`config.mk`:
```
export PLATFORM = sky130hd
export DESIGN_NAME = config_loader
export DESIGN_NICKNAME = d
export VERILOG_FILES = /design/src/rtl/config_loader.sv
export SDC_FILE = /design/constraint.sdc
export NUM_CORES = 1
export LEC_CHECK = 0
export CAP_MARGIN = 20
export CORE_MARGIN = 4
export CORE_UTILIZATION = 54
export CTS_CLUSTER_DIAMETER = 200
export DETAILED_ROUTE_END_ITERATION = 10
export GPL_TIMING_DRIVEN = 0
export PLACE_DENSITY = 0.78
export SLEW_MARGIN = 0
export SYNTH_ARGS = -nofsm -noshare
export SYNTH_HDL_FRONTEND = slang
export SYNTH_SLANG_ARGS = --single-unit
```
`constraint.sdc`:
```
create_clock -name clk -period 2.25 [get_ports clk]
set_input_delay 0.3375 -clock clk [delete_from_list [all_inputs] [get_ports clk]]
set_output_delay 0.3375 -clock clk [all_outputs]
set_load 0.01 [all_outputs]
```
`src/rtl/config_loader.sv`:
```
// Serial configuration loader: streams host bytes LSB-first into a logic-cluster
// configuration shift chain, optionally followed by a readback verify pass.
module config_loader #(
    parameter int unsigned CHAIN_LEN = 160,
    parameter int unsigned DIV       = 2
) (
    input  logic       clk,
    input  logic       rst,
    input  logic       start,
    input  logic       verify,
    input  logic [7:0] s_data,
    input  logic       s_valid,
    output logic       s_ready,
    output logic       prog_clk,
    output logic       prog_en,
    output logic       prog_in,
    input  logic       prog_out,
    output logic       busy,
    output logic       done,
    output logic       verify_err
);

    localparam int unsigned CNT_W = $clog2(CHAIN_LEN + 1);
    localparam int unsigned DIV_W = $clog2(DIV + 1);

    typedef enum logic [2:0] {
        IDLE,
        FETCH,
        SHIFT_LO,
        SHIFT_HI,
        FINISH
    } state_t;

    state_t           state, state_d;
    logic [CNT_W-1:0] bit_cnt, bit_cnt_d, bit_cnt_inc;
    logic [DIV_W-1:0] div_cnt, div_cnt_d;
    logic [2:0]       idx, idx_d;
    logic [7:0]       shift_buf, shift_buf_d;
    logic             pass_verify, pass_verify_d;
    logic             pass_verify_en, pass_verify_en_d;
    logic             prog_in_d;
    logic             verify_err_d;
    logic             div_last;
    logic             active_d;

    always_ff @(posedge clk or posedge rst) begin
        if (rst) begin
            state <= IDLE;
        end else begin
            state <= state_d;
        end
    end

    // Next-state, datapath and output decode
    always_comb begin
        state_d          = state;
        bit_cnt_d        = bit_cnt;
        div_cnt_d        = div_cnt;
        idx_d            = idx;
        shift_buf_d      = shift_buf;
        pass_verify_d    = pass_verify;
        pass_verify_en_d = pass_verify_en;
        prog_in_d        = prog_in;
        verify_err_d     = verify_err;
        div_last         = (div_cnt == DIV_W'(DIV - 1));
        bit_cnt_inc      = bit_cnt + CNT_W'(1);
        active_d         = 1'b0;

        case (state)
            IDLE: begin
                if (start) begin
                    state_d          = FETCH;
                    pass_verify_en_d = verify;
                    pass_verify_d    = 1'b0;
                    bit_cnt_d        = '0;
                    verify_err_d     = 1'b0;
                end
            end
            FETCH: begin
                if (s_valid && s_ready) begin
                    shift_buf_d = s_data;
                    idx_d       = 3'd0;
                    div_cnt_d   = '0;
                    state_d     = SHIFT_LO;
                end
            end
            SHIFT_LO: begin
                if (div_last) begin
                    div_cnt_d = '0;
                    state_d   = SHIFT_HI;
                    // Tail of chain must replay the bit loaded one pass earlier
                    if (pass_verify && (prog_out != prog_in)) begin
                        verify_err_d = 1'b1;
                    end
                end else begin
                    div_cnt_d = div_cnt + DIV_W'(1);
                end
            end
            SHIFT_HI: begin
                if (div_last) begin
                    div_cnt_d = '0;
                    bit_cnt_d = bit_cnt_inc;
                    idx_d     = idx + 3'd1;
                    if (bit_cnt_inc == CNT_W'(CHAIN_LEN)) begin
                        if (pass_verify_en && !pass_verify) begin
                            pass_verify_d = 1'b1;
                            bit_cnt_d     = '0;
                            state_d       = FETCH;
                        end else begin
                            state_d = FINISH;
                        end
                    end else if (idx == 3'd7) begin
                        state_d = FETCH;
                    end else begin
                        state_d = SHIFT_LO;
                    end
                end else begin
                    div_cnt_d = div_cnt + DIV_W'(1);
                end
            end
            FINISH: begin
                state_d = IDLE;
            end
            default: begin
                state_d = IDLE;
            end
        endcase

        // New data bit is presented together with the falling prog_clk
        if (state_d == SHIFT_LO) begin
            prog_in_d = shift_buf_d[idx_d];
        end

        active_d = (state_d == FETCH) || (state_d == SHIFT_LO) || (state_d == SHIFT_HI);
    end

    // Datapath and output flops, decoded from the next state so outputs align with it
    always_ff @(posedge clk or posedge rst) begin
        if (rst) begin
            bit_cnt        <= '0;
            div_cnt        <= '0;
            idx            <= '0;
            shift_buf      <= '0;
            pass_verify    <= 1'b0;
            pass_verify_en <= 1'b0;
            s_ready        <= 1'b0;
            prog_clk       <= 1'b0;
            prog_en        <= 1'b0;
            prog_in        <= 1'b0;
            busy           <= 1'b0;
            done           <= 1'b0;
            verify_err     <= 1'b0;
        end else begin
            bit_cnt        <= bit_cnt_d;
            div_cnt        <= div_cnt_d;
            idx            <= idx_d;
            shift_buf      <= shift_buf_d;
            pass_verify    <= pass_verify_d;
            pass_verify_en <= pass_verify_en_d;
            s_ready        <= (state_d == FETCH);
            prog_clk       <= (state_d == SHIFT_HI);
            prog_en        <= active_d;
            prog_in        <= prog_in_d;
            busy           <= active_d;
            done           <= (state_d == FINISH);
            verify_err     <= verify_err_d;
        end
    end

endmodule

```
==> flow_metrics.py, run 1 <==
metrics = {
    "clock_network": {
        "clkTransAtPathRegs_ns": 0.10,
        "cts_root_buf": "clkbuf_4",
        "cts.sinks": 32,
        "htree_levels": 2,
        "cts_buffer_depth": 2,
        "post_cts_resize_count": 0,
        "postCtsSetupRepairBufs": 0,
        "holdBufCountCts": 0,
        "cts_tree": "yes",
        "cts_inserted_buffers": 5,
        "clock_latency_ns": 0.34,
    },
    "logic_synthesis": {
        "synth-edff-count": 0,
        "synth.avg_cell_area_sq_um": 9.78,
        "synth_cell_types": 52,
        "synth_nets": 188,
        "synth.ff_latch_count": 32,
        "yosysSeqAreaShare_pct": 47.9,
        "synthCells": 171,
        "synth_area_sq_um": 1670,
        "synthArstFlopShare_pct": 100,
        "ys.flop_type": "dfrtp_1",
        "yosysWarnings": 0,
    },
    "grt": {
        "grt_max_degree": 20,
        "antenna_found_initial": 0,
        "groute.usage.overall_pct": 20.6,
        "grt_pass1_vias": 1422,
        "grt_pass1_wl_microns": 6510,
        "overflow": 0,
    },
    "power": {
        "leakagePower_nw": 0.897,
        "p_per_area_nw_per_um2": 1060,
        "ir_worst_vdd_mv": 0.595,
    },
    "sta": {
        "tns_ns": 0,
        "min_period_over_period_pct": 94.2,
        "rsz0062_at_grt": "false",
        "hold_viol_final": 0,
        "period_minus_slack_ns": 2.12,
        "hold_slack_ns": 0.360,
        "slew_headroom_pct": 59.0,
        "finalSetupViolations": 0,
        "finalMaxSlewViolations": 0,
        "fmax_ghz": 0.472,
        "fin_worst_skew_ns": 0.00812,
        "worst_pin_slew_ns": 0.614,
    },
    "final_layout": {
        "final_cell_mix": "dfrtp_1, clkdlybuf4s50_1, nand2_1, o21ai_0, nor2_1",
        "layout_commonest_cell": "dfrtp_1",
        "final_cell_area_sq_um": 2010,
        "nets": 216,
        "drive_gt1_share_pct": 16.5,
        "syn_to_final_growth_pct": 19.9,
        "multi_input_area_sq_um": 811,
        "fillers": 243,
        "antenna_cells": 0,
        "register_area_sq_um": 802,
    },
    "die": {
        "die_width_microns": 63.7,
        "die_area_sq_um": 4050,
        "floorplan.rows": 19,
        "dieHeight_microns": 63.7,
        "ios": 21,
        "start_util_pct": 58.6,
        "core_area_sq_um": 2850,
    },
    "placed_design": {
        "port-buffer-count": 20,
        "post-dp-hpwl_microns": 2720,
        "dpl_cell_area_sq_um": 1940,
        "place_congestion": 0.842,
    },
    "worst_setup_path": {
        "path_class": "flip-flop to flip-flop",
        "setup.worst_path.end": "prog_in$_DFFE_PP0N_",
        "crit_path_end_kind": "flip-flop",
        "worstSetupStartpoint": "div_cnt[1]$_DFFE_PP0P_",
        "cp_max_fo": 7,
        "arrival_ns": 2.33,
        "crit_required_ns": 2.46,
        "r2r-end": "prog_in$_DFFE_PP0N_",
        "reg2reg_from": "div_cnt[1]$_DFFE_PP0P_",
        "r2r_slack_ns": 0.13,
        "rr_worst_depth": 6,
        "startpoint_type": "flip-flop",
    },
    "status": {
        "status": "completed",
    },
    "route": {
        "drt_iter0_drc": 42,
        "wire_per_inst_microns": 16.0,
        "drt-total-wl_microns": 3700,
        "drt-pass1-iter-count": 4,
        "drtAntennaViolNets": 0,
        "vias": 1393,
        "avgViaCountPerCell": 6.03,
        "drc": 0,
    },
    "job": {
        "maxCapViolCount": 0,
    },
    "hold_path": {
        "hold_class": "input pin to asynchronous set/reset pin",
    },
}
## cells in the mapped netlist, types with 2 or more instances
cell      instances  area (sq um)
a211oi_1          3          22.5
nand2_1          19          71.3
buf_2             4          20.0
ha_1              3          37.5
nand2b_1          5          31.3
o21ai_0          15          75.1
nand3_1           5          25.0
and3_2            3          22.5
nor3_1            4          20.0
mux2_2            4          45.0
inv_1             8          30.0
a211o_1           2          17.5
xor2_1            4          35.0
buf_4             2          15.0
a21oi_1           9          45.0
nor2_1           10          37.5
o21ai_1           2          10.0
dfrtp_1          32           801
o211ai_1          2          15.0
a21o_1            3          22.5
## layer usage
metal | wire [microns] | global-route usage, % | vias up
met2 | 1790 | 32.3 | 32
met1 | 1650 | 26.7 | 683
met5 | 0 | 0 | -
met3 | 187 | 6.57 | 6
li1 | - | - | 672
met4 | 68 | 7.28 | 0
## layout make-up
cell class                      count  share of cell area, %
Multi-Input combinational cell    125                   40.4
Buffer                              6                   1.75
Clock inverter                      2                  0.499
Clock buffer                        6                   2.56
Inverter                            8                   1.50
Sequential cell                    32                   40.0
Tap cell                           31                   1.93
Timing Repair Buffer               21                   11.4
## flip-flops by register name, indices dropped and copies added, names as in the netlist
register and flops:
bit_cnt 8, shift_buf 8, idx 3, state 3
div_cnt 2, busy 1, done 1, pass_verify 1
pass_verify_en 1, prog_clk 1, prog_in 1, s_ready 1
verify_err 1
## critical path, cell delays in order, from the launching register on
cell and delay (ns):
dfrtp_1 0.41, nand3b_2 0.30, or3_4 0.43, a21oi_2 0.22
nand2b_1 0.10, a311oi_1 0.42, o41ai_2 0.12
## cell families after synthesis
logic type               count (synthesis)  share of synthesized area [%]
AO/OA/AOI/OAI                           54                           22.2
buffers and inverters                   14                           3.89
XOR/XNOR                                 5                           2.62
multiplexers                             4                           2.69
adder cells (fa/ha/maj)                  3                           2.24
AND/OR/NAND/NOR                         59                           18.5
flip-flops                              32                           47.9
## power breakdown
| part | leakage, nW | switching [W] | internal (W) |
|---|---|---|---|
| clock | 0.0380 | 0.000196 | 0.000148 |
| combinational | 0.465 | 0.000508 | 0.000411 |
| sequential | 0.394 | 0.000145 | 0.000718 |
| total | 0.897 | 0.000849 | 0.00128 |
## stage by stage
stage / util (%) / setup WS [ns] / cells / power (W)
final: 70.3 / 0.131 / 231 / 0.00213
after global routing: 70.3 / 0.00194 / 231 / 0.00230
after CTS: 70.1 / 0.0810 / 231 / 0.00212
after detailed placement: 68.0 / 0.00486 / 223 / 0.00177
after global placement: 67.0 / 0.0491 / 222 / 0.00172
after floorplan: - / 0.407 / 171 / 0.00149
## how the worst min path moves through the flow
stage / start / slack, ns / to
5_1_grt: rst / 0.42 / bit_cnt[7]$_DFFE_PP0P_
3_5_place_dp: verify_err$_DFFE_PP0P_ / 0.48 / verify_err$_DFFE_PP0P_
2_1_floorplan: verify / 0.44 / pass_verify_en$_DFFE_PP0P_
6_report: rst / 0.36 / bit_cnt[7]$_DFFE_PP0P_
4_1_cts: rst / 0.38 / bit_cnt[7]$_DFFE_PP0P_
3_3_place_gp: verify_err$_DFFE_PP0P_ / 0.46 / verify_err$_DFFE_PP0P_
Note: power is estimated with default switching activity, not from simulation.
==> run 2, diff against run 1 <==
--- a/config.mk
+++ b/config.mk
@@ -7,11 +7,12 @@
 export LEC_CHECK = 0
 export CAP_MARGIN = 20
 export CORE_MARGIN = 4
-export CORE_UTILIZATION = 54
+export CORE_UTILIZATION = 49
 export CTS_CLUSTER_DIAMETER = 200
 export DETAILED_ROUTE_END_ITERATION = 10
 export GPL_TIMING_DRIVEN = 0
-export PLACE_DENSITY = 0.78
+export MAX_ROUTING_LAYER = met4
+export PLACE_DENSITY = 0.75
 export SLEW_MARGIN = 0
 export SYNTH_ARGS = -nofsm -noshare
 export SYNTH_HDL_FRONTEND = slang
==> constraint.sdc (replaced) <==
create_clock -name clk -period 1.85 [get_ports clk]
set_input_delay 0.2775 -clock clk [delete_from_list [all_inputs] [get_ports clk]]
set_output_delay 0.2775 -clock clk [all_outputs]
set_load 0.01 [all_outputs]
==> run 2 against run 1 <==
Effect of this change:
- the flow now finishes with violations (setup timing)
- critical endpoint unchanged
- global-route usage rose by 1.1 points
- worst setup slack got worse by 0.27 ns
- design area rose by 15%
- highest routed layer unchanged
- critical path depth rose by 1
- combinational power rose by 71%
- count of clock-buffer cells in the layout rose by 2
- core utilization rose by 3.1 points
- wire length rose by 16%
==> flow_metrics.py, run 2 (synthesized netlist as in run 1, its figures left out) <==
metrics = {
    "sta": {
        "fmax_ghz": 0.503,
        "hold_slack_ns": 0.305,
        "finalMaxSlewViolations": 0,
        "fin_worst_skew_ns": 0.00860,
        "finalSetupViolations": 7,
        "setup_slack_ns": -0.136,
        "worst_pin_slew_ns": 0.615,
        "slew_headroom_pct": 59.0,
        "rsz0062_at_grt": "true",
        "period_minus_slack_ns": 1.99,
        "min_period_over_period_pct": 107,
        "hold_viol_final": 0,
    },
    "worst_setup_path": {
        "crit_family": "compound AO/OA/AOI/OAI gates",
        "path_class": "flip-flop to flip-flop",
        "slowest_stage": "dfrtp_1",
        "crit_path_end_kind": "flip-flop",
        "crit_required_ns": 2.07,
        "startpoint_type": "flip-flop",
        "arrival_ns": 2.21,
        "slowest_delay_ns": 0.44,
        "cp_max_fo": 4,
        "path_buf_inv": 1,
        "crit_chain": "buf_6 > a2bb2oi_2 > a311oi_4 > o211a_1 > o211ai_1 > o21ai_1 > o41ai_2",
    },
    "die": {
        "ios": 21,
        "floorplan.rows": 20,
        "die_area_sq_um": 4410,
        "start_util_pct": 53.1,
        "core_area_sq_um": 3150,
        "die_width_microns": 66.4,
        "dieHeight_microns": 66.4,
    },
    "clock_network": {
        "cts_root_buf": "clkbuf_4",
        "cts_buffer_depth": 2,
        "holdBufCountCts": 0,
        "htree_levels": 2,
        "clock_latency_ns": 0.34,
        "clkTransAtPathRegs_ns": 0.10,
        "cts.sinks": 32,
        "cts_inserted_buffers": 5,
        "cts_tree": "yes",
    },
    "placed_design": {
        "post-dp-hpwl_microns": 2680,
        "place_congestion": 0.843,
        "port-buffer-count": 20,
    },
    "hold_path": {
        "hold_class": "input pin to asynchronous set/reset pin",
    },
    "final_layout": {
        "fillers": 220,
        "layout_commonest_cell": "dfrtp_1",
        "nets": 237,
        "drive_gt1_share_pct": 31.2,
        "final_cell_mix": "dfrtp_1, buf_4, clkdlybuf4s50_1, nand2_1, o21ai_0",
        "top_regs": "bit_cnt (8), shift_buf (8)",
        "syn_to_final_growth_pct": 38.4,
        "antenna_cells": 0,
    },
    "route": {
        "drtAntennaViolNets": 0,
        "drt-total-wl_microns": 4300,
        "drt-pass1-iter-count": 4,
        "vias": 1544,
        "drc": 0,
        "avgViaCountPerCell": 5.83,
        "wire_per_inst_microns": 16.2,
        "drt_iter0_drc": 150,
    },
    "power": {
        "ir_worst_vdd_mv": 0.642,
        "finalPower_w": 0.00306,
        "p_per_area_nw_per_um2": 1320,
        "leakagePower_nw": 1.03,
    },
    "job": {
        "maxCapViolCount": 0,
    },
    "status": {
        "status": "complete, but fails checks",
        "violations": "setup timing",
    },
    "grt": {
        "grt_max_degree": 20,
        "groute.usage.overall_pct": 21.7,
        "overflow": 0,
        "antenna_found_initial": 0,
        "grt_pass1_wl_microns": 6980,
        "grt_pass1_vias": 1514,
    },
}
-- run 2: routing by layer --
layer	track usage [%]	vias to the layer above	part of all wire [%]	wire length, microns
met2	36.6	65	51	2200
met3	6.12	13	6.0	257
met1	24.9	750	41	1750
met4	6.85	0	2.2	95
met5	-	-	0	0
li1	-	716	-	-
-- run 2: worst register-to-register path: cells and delay by family (launching register included) --
family / cells / cell delay, ns
buffers and inverters: 1 / 0.14
DFF: 1 / 0.44
AOI/OAI and AO/OA: 6 / 1.30
-- run 2: final cells by class --
cell class	instances	area (sq um)	share of cell area [%]
flip-flops and latches	32	805	34.8
plain buffers	6	40.0	1.73
clock buffers	8	58.8	2.54
repair buffers	42	393	17.0
well taps	44	55.1	2.38
multi-input cells	125	933	40.3
inverters	8	30.0	1.30
-- run 2: worst paths after layout --
kind | slack [ns] | end | cells after the start | start
worst max-delay path | -0.14 | prog_in$_DFFE_PP0N_ | 7 | bit_cnt[4]$_DFFE_PP0P_
worst min register to register | 0.52 | verify_err$_DFFE_PP0P_ | 2 | verify_err$_DFFE_PP0P_
max in group asynchronous | 1.02 | bit_cnt[3]$_DFFE_PP0P_ | 3 | rst
min in group clk | 0.47 | pass_verify_en$_DFFE_PP0P_ | 3 | verify
worst min-delay path | 0.31 | shift_buf[0]$_DFF_PP0_ | 2 | rst
worst max register to register | -0.14 | prog_in$_DFFE_PP0N_ | 7 | bit_cnt[4]$_DFFE_PP0P_
-- run 2: power by group --
group	switching (W)	total (W)	internal [W]	leakage [nW]
clock	0.000234	0.000421	0.000187	0.0326
combinational	0.000809	0.00157	0.000762	0.605
sequential	0.000188	0.00106	0.000876	0.391
-- run 2: repair_timing --
action / 4_1_cts / 5_1_grt
buffers inserted: 18 / 3
pin swaps: 13 / 7
endpoints found under the setup margin: 10 / 12
resized for setup: 22 / 8
-- run 2: through the flow --
step	TNS, ns	instance area, sq um	util [%]	setup slack (ns)	cells
floorplan	0	1670	-	0.00736	171
global placement	-1.23	1930	61.2	-0.292	235
detailed placement	-1.86	1960	62.0	-0.324	236
CTS	-0.0814	2250	71.4	-0.0538	262
global route	-1.28	2310	73.4	-0.245	265
finish	-0.598	2310	73.4	-0.136	265
==> run 3, diff against run 2 <==
--- a/config.mk
+++ b/config.mk
@@ -11,7 +11,6 @@
 export CTS_CLUSTER_DIAMETER = 200
 export DETAILED_ROUTE_END_ITERATION = 10
 export GPL_TIMING_DRIVEN = 0
-export MAX_ROUTING_LAYER = met4
 export PLACE_DENSITY = 0.75
 export SLEW_MARGIN = 0
 export SYNTH_ARGS = -nofsm -noshare
==> run 3 against run 2 <==
Effect of this change:
- the run still ends with setup timing left
- sequential share of layout area did not move
- sequential power barely moved
- fmax rose by 1.3%
- largest cell class unchanged
- highest routed layer unchanged
==> flow_metrics.py, run 3 (synthesized netlist as in run 1, its figures left out) <==
metrics = {
    "worst_setup_path": {
        "cp_max_fo": 10,
        "crit_required_ns": 2.07,
        "startpoint_type": "flip-flop",
        "arrival_ns": 2.18,
        "slowest_stage": "dfrtp_1",
        "path_class": "flip-flop to flip-flop",
        "crit_path_end_kind": "flip-flop",
        "slowest_delay_ns": 0.42,
        "crit_chain": "nand2b_1 > buf_2 > or3_4 > a21oi_4 > a32oi_1 > a221oi_2 > o41ai_2",
    },
    "grt": {
        "grt_pass1_vias": 1517,
        "grt_max_degree": 20,
        "grt_pass1_wl_microns": 6980,
        "overflow": 0,
        "antenna_found_initial": 0,
        "groute.usage.overall_pct": 21.1,
    },
    "status": {
        "violations": "setup timing",
        "status": "complete, but fails checks",
    },
    "clock_network": {
        "clock_latency_ns": 0.33,
        "cts_buffer_depth": 2,
        "cts_root_buf": "clkbuf_4",
        "cts.sinks": 32,
        "clkTransAtPathRegs_ns": 0.10,
        "htree_levels": 2,
        "cts_tree": "yes",
        "cts_inserted_buffers": 5,
    },
    "hold_path": {
        "hold_class": "input pin to asynchronous set/reset pin",
    },
    "sta": {
        "setup_slack_ns": -0.111,
        "fin_worst_skew_ns": 0.00663,
        "worst_pin_slew_ns": 0.615,
        "slew_headroom_pct": 59.0,
        "min_period_over_period_pct": 106,
        "fmax_ghz": 0.510,
        "finalMaxSlewViolations": 0,
        "hold_viol_final": 0,
        "finalSetupViolations": 6,
        "period_minus_slack_ns": 1.96,
        "tns_ns": -0.486,
        "rsz0062_at_grt": "true",
    },
    "final_layout": {
        "antenna_cells": 0,
        "final_cell_area_sq_um": 2310,
        "top_regs": "bit_cnt (8), shift_buf (8)",
        "drive_gt1_share_pct": 31.2,
        "nets": 237,
        "final_cell_mix": "dfrtp_1, buf_4, clkdlybuf4s50_1, nand2_1, o21ai_0",
        "syn_to_final_growth_pct": 38.4,
        "layout_commonest_cell": "dfrtp_1",
    },
    "power": {
        "ir_worst_vdd_mv": 0.640,
        "p_per_area_nw_per_um2": 1320,
        "leakagePower_nw": 1.03,
    },
    "route": {
        "wire_per_inst_microns": 16.1,
        "drt_iter0_drc": 139,
        "drt-pass1-iter-count": 4,
        "drtAntennaViolNets": 0,
        "vias": 1522,
        "drt-total-wl_microns": 4270,
        "avgViaCountPerCell": 5.74,
        "drc": 0,
    },
    "placed_design": {
        "dpl_cell_area_sq_um": 1960,
        "post-dp-hpwl_microns": 2680,
        "place_congestion": 0.830,
        "place_ws_ns": -0.324,
        "port-buffer-count": 20,
    },
    "die": {
        "floorplan.rows": 20,
        "core_area_sq_um": 3150,
        "die_width_microns": 66.4,
        "start_util_pct": 53.1,
        "dieHeight_microns": 66.4,
        "ios": 21,
        "die_area_sq_um": 4410,
    },
    "job": {
        "maxCapViolCount": 0,
    },
}
run 3: timing repair:
item,CTS,global route
hold buffers,0,0
resized for setup,22,8
endpoints found under the setup margin,10,12
buffers inserted,18,3
pin swaps,13,7
run 3: where the power goes:
group	leakage [nW]	switching (W)	internal, W
clock	0.0326	0.000230	0.000187
sequential	0.391	0.000187	0.000876
combinational	0.605	0.000804	0.000763
run 3: layout make-up:
type                    instances  area (sq um)
clock buffers                   8          58.8
flip-flops and latches         32           805
inverters                       8          30.0
plain buffers                   6          40.0
well taps                      44          55.1
repair buffers                 42           393
multi-input cells             125           933
fillers                       220           838
run 3: metrics by stage:
step                hold WS [ns]  cells  utilization (%)  total power, W
CTS                        0.321    262             71.4         0.00292
global placement           0.455    235             61.2         0.00208
finish                     0.305    265             73.4         0.00305
floorplan                  0.383    171                -         0.00181
detailed placement         0.495    236             62.0         0.00214
global route               0.352    265             73.4         0.00326
run 3: critical path, delay by kind of cell, from the launching register on:
family | cells | cell delay (ns)
simple gates | 2 | 0.52
buf+inv | 1 | 0.18
compound gates | 4 | 0.72
flops | 1 | 0.42
run 3: final timing paths:
path	from	end	slack [ns]	cells after the start
hold / removal	rst	shift_buf[0]$_DFF_PP0_	0.30	2
min in group clk	verify	pass_verify_en$_DFFE_PP0P_	0.47	3
max in group asynchronous	rst	bit_cnt[3]$_DFFE_PP0P_	1.03	3
setup / recovery	state[2]$_DFF_PP0_	prog_in$_DFFE_PP0N_	-0.11	7
hold reg to reg	verify_err$_DFFE_PP0P_	verify_err$_DFFE_PP0P_	0.52	2
setup reg to reg	state[2]$_DFF_PP0_	prog_in$_DFFE_PP0N_	-0.11	7
run 3: layer usage:
metal	part of all wire, %	vias up	GRT usage [%]	routed length, microns
met3	6.1	13	6.12	261
li1	-	714	-	-
met2	51	57	36.6	2180
met5	0	-	0	0
met1	41	738	24.9	1730
met4	2.3	0	6.85	97
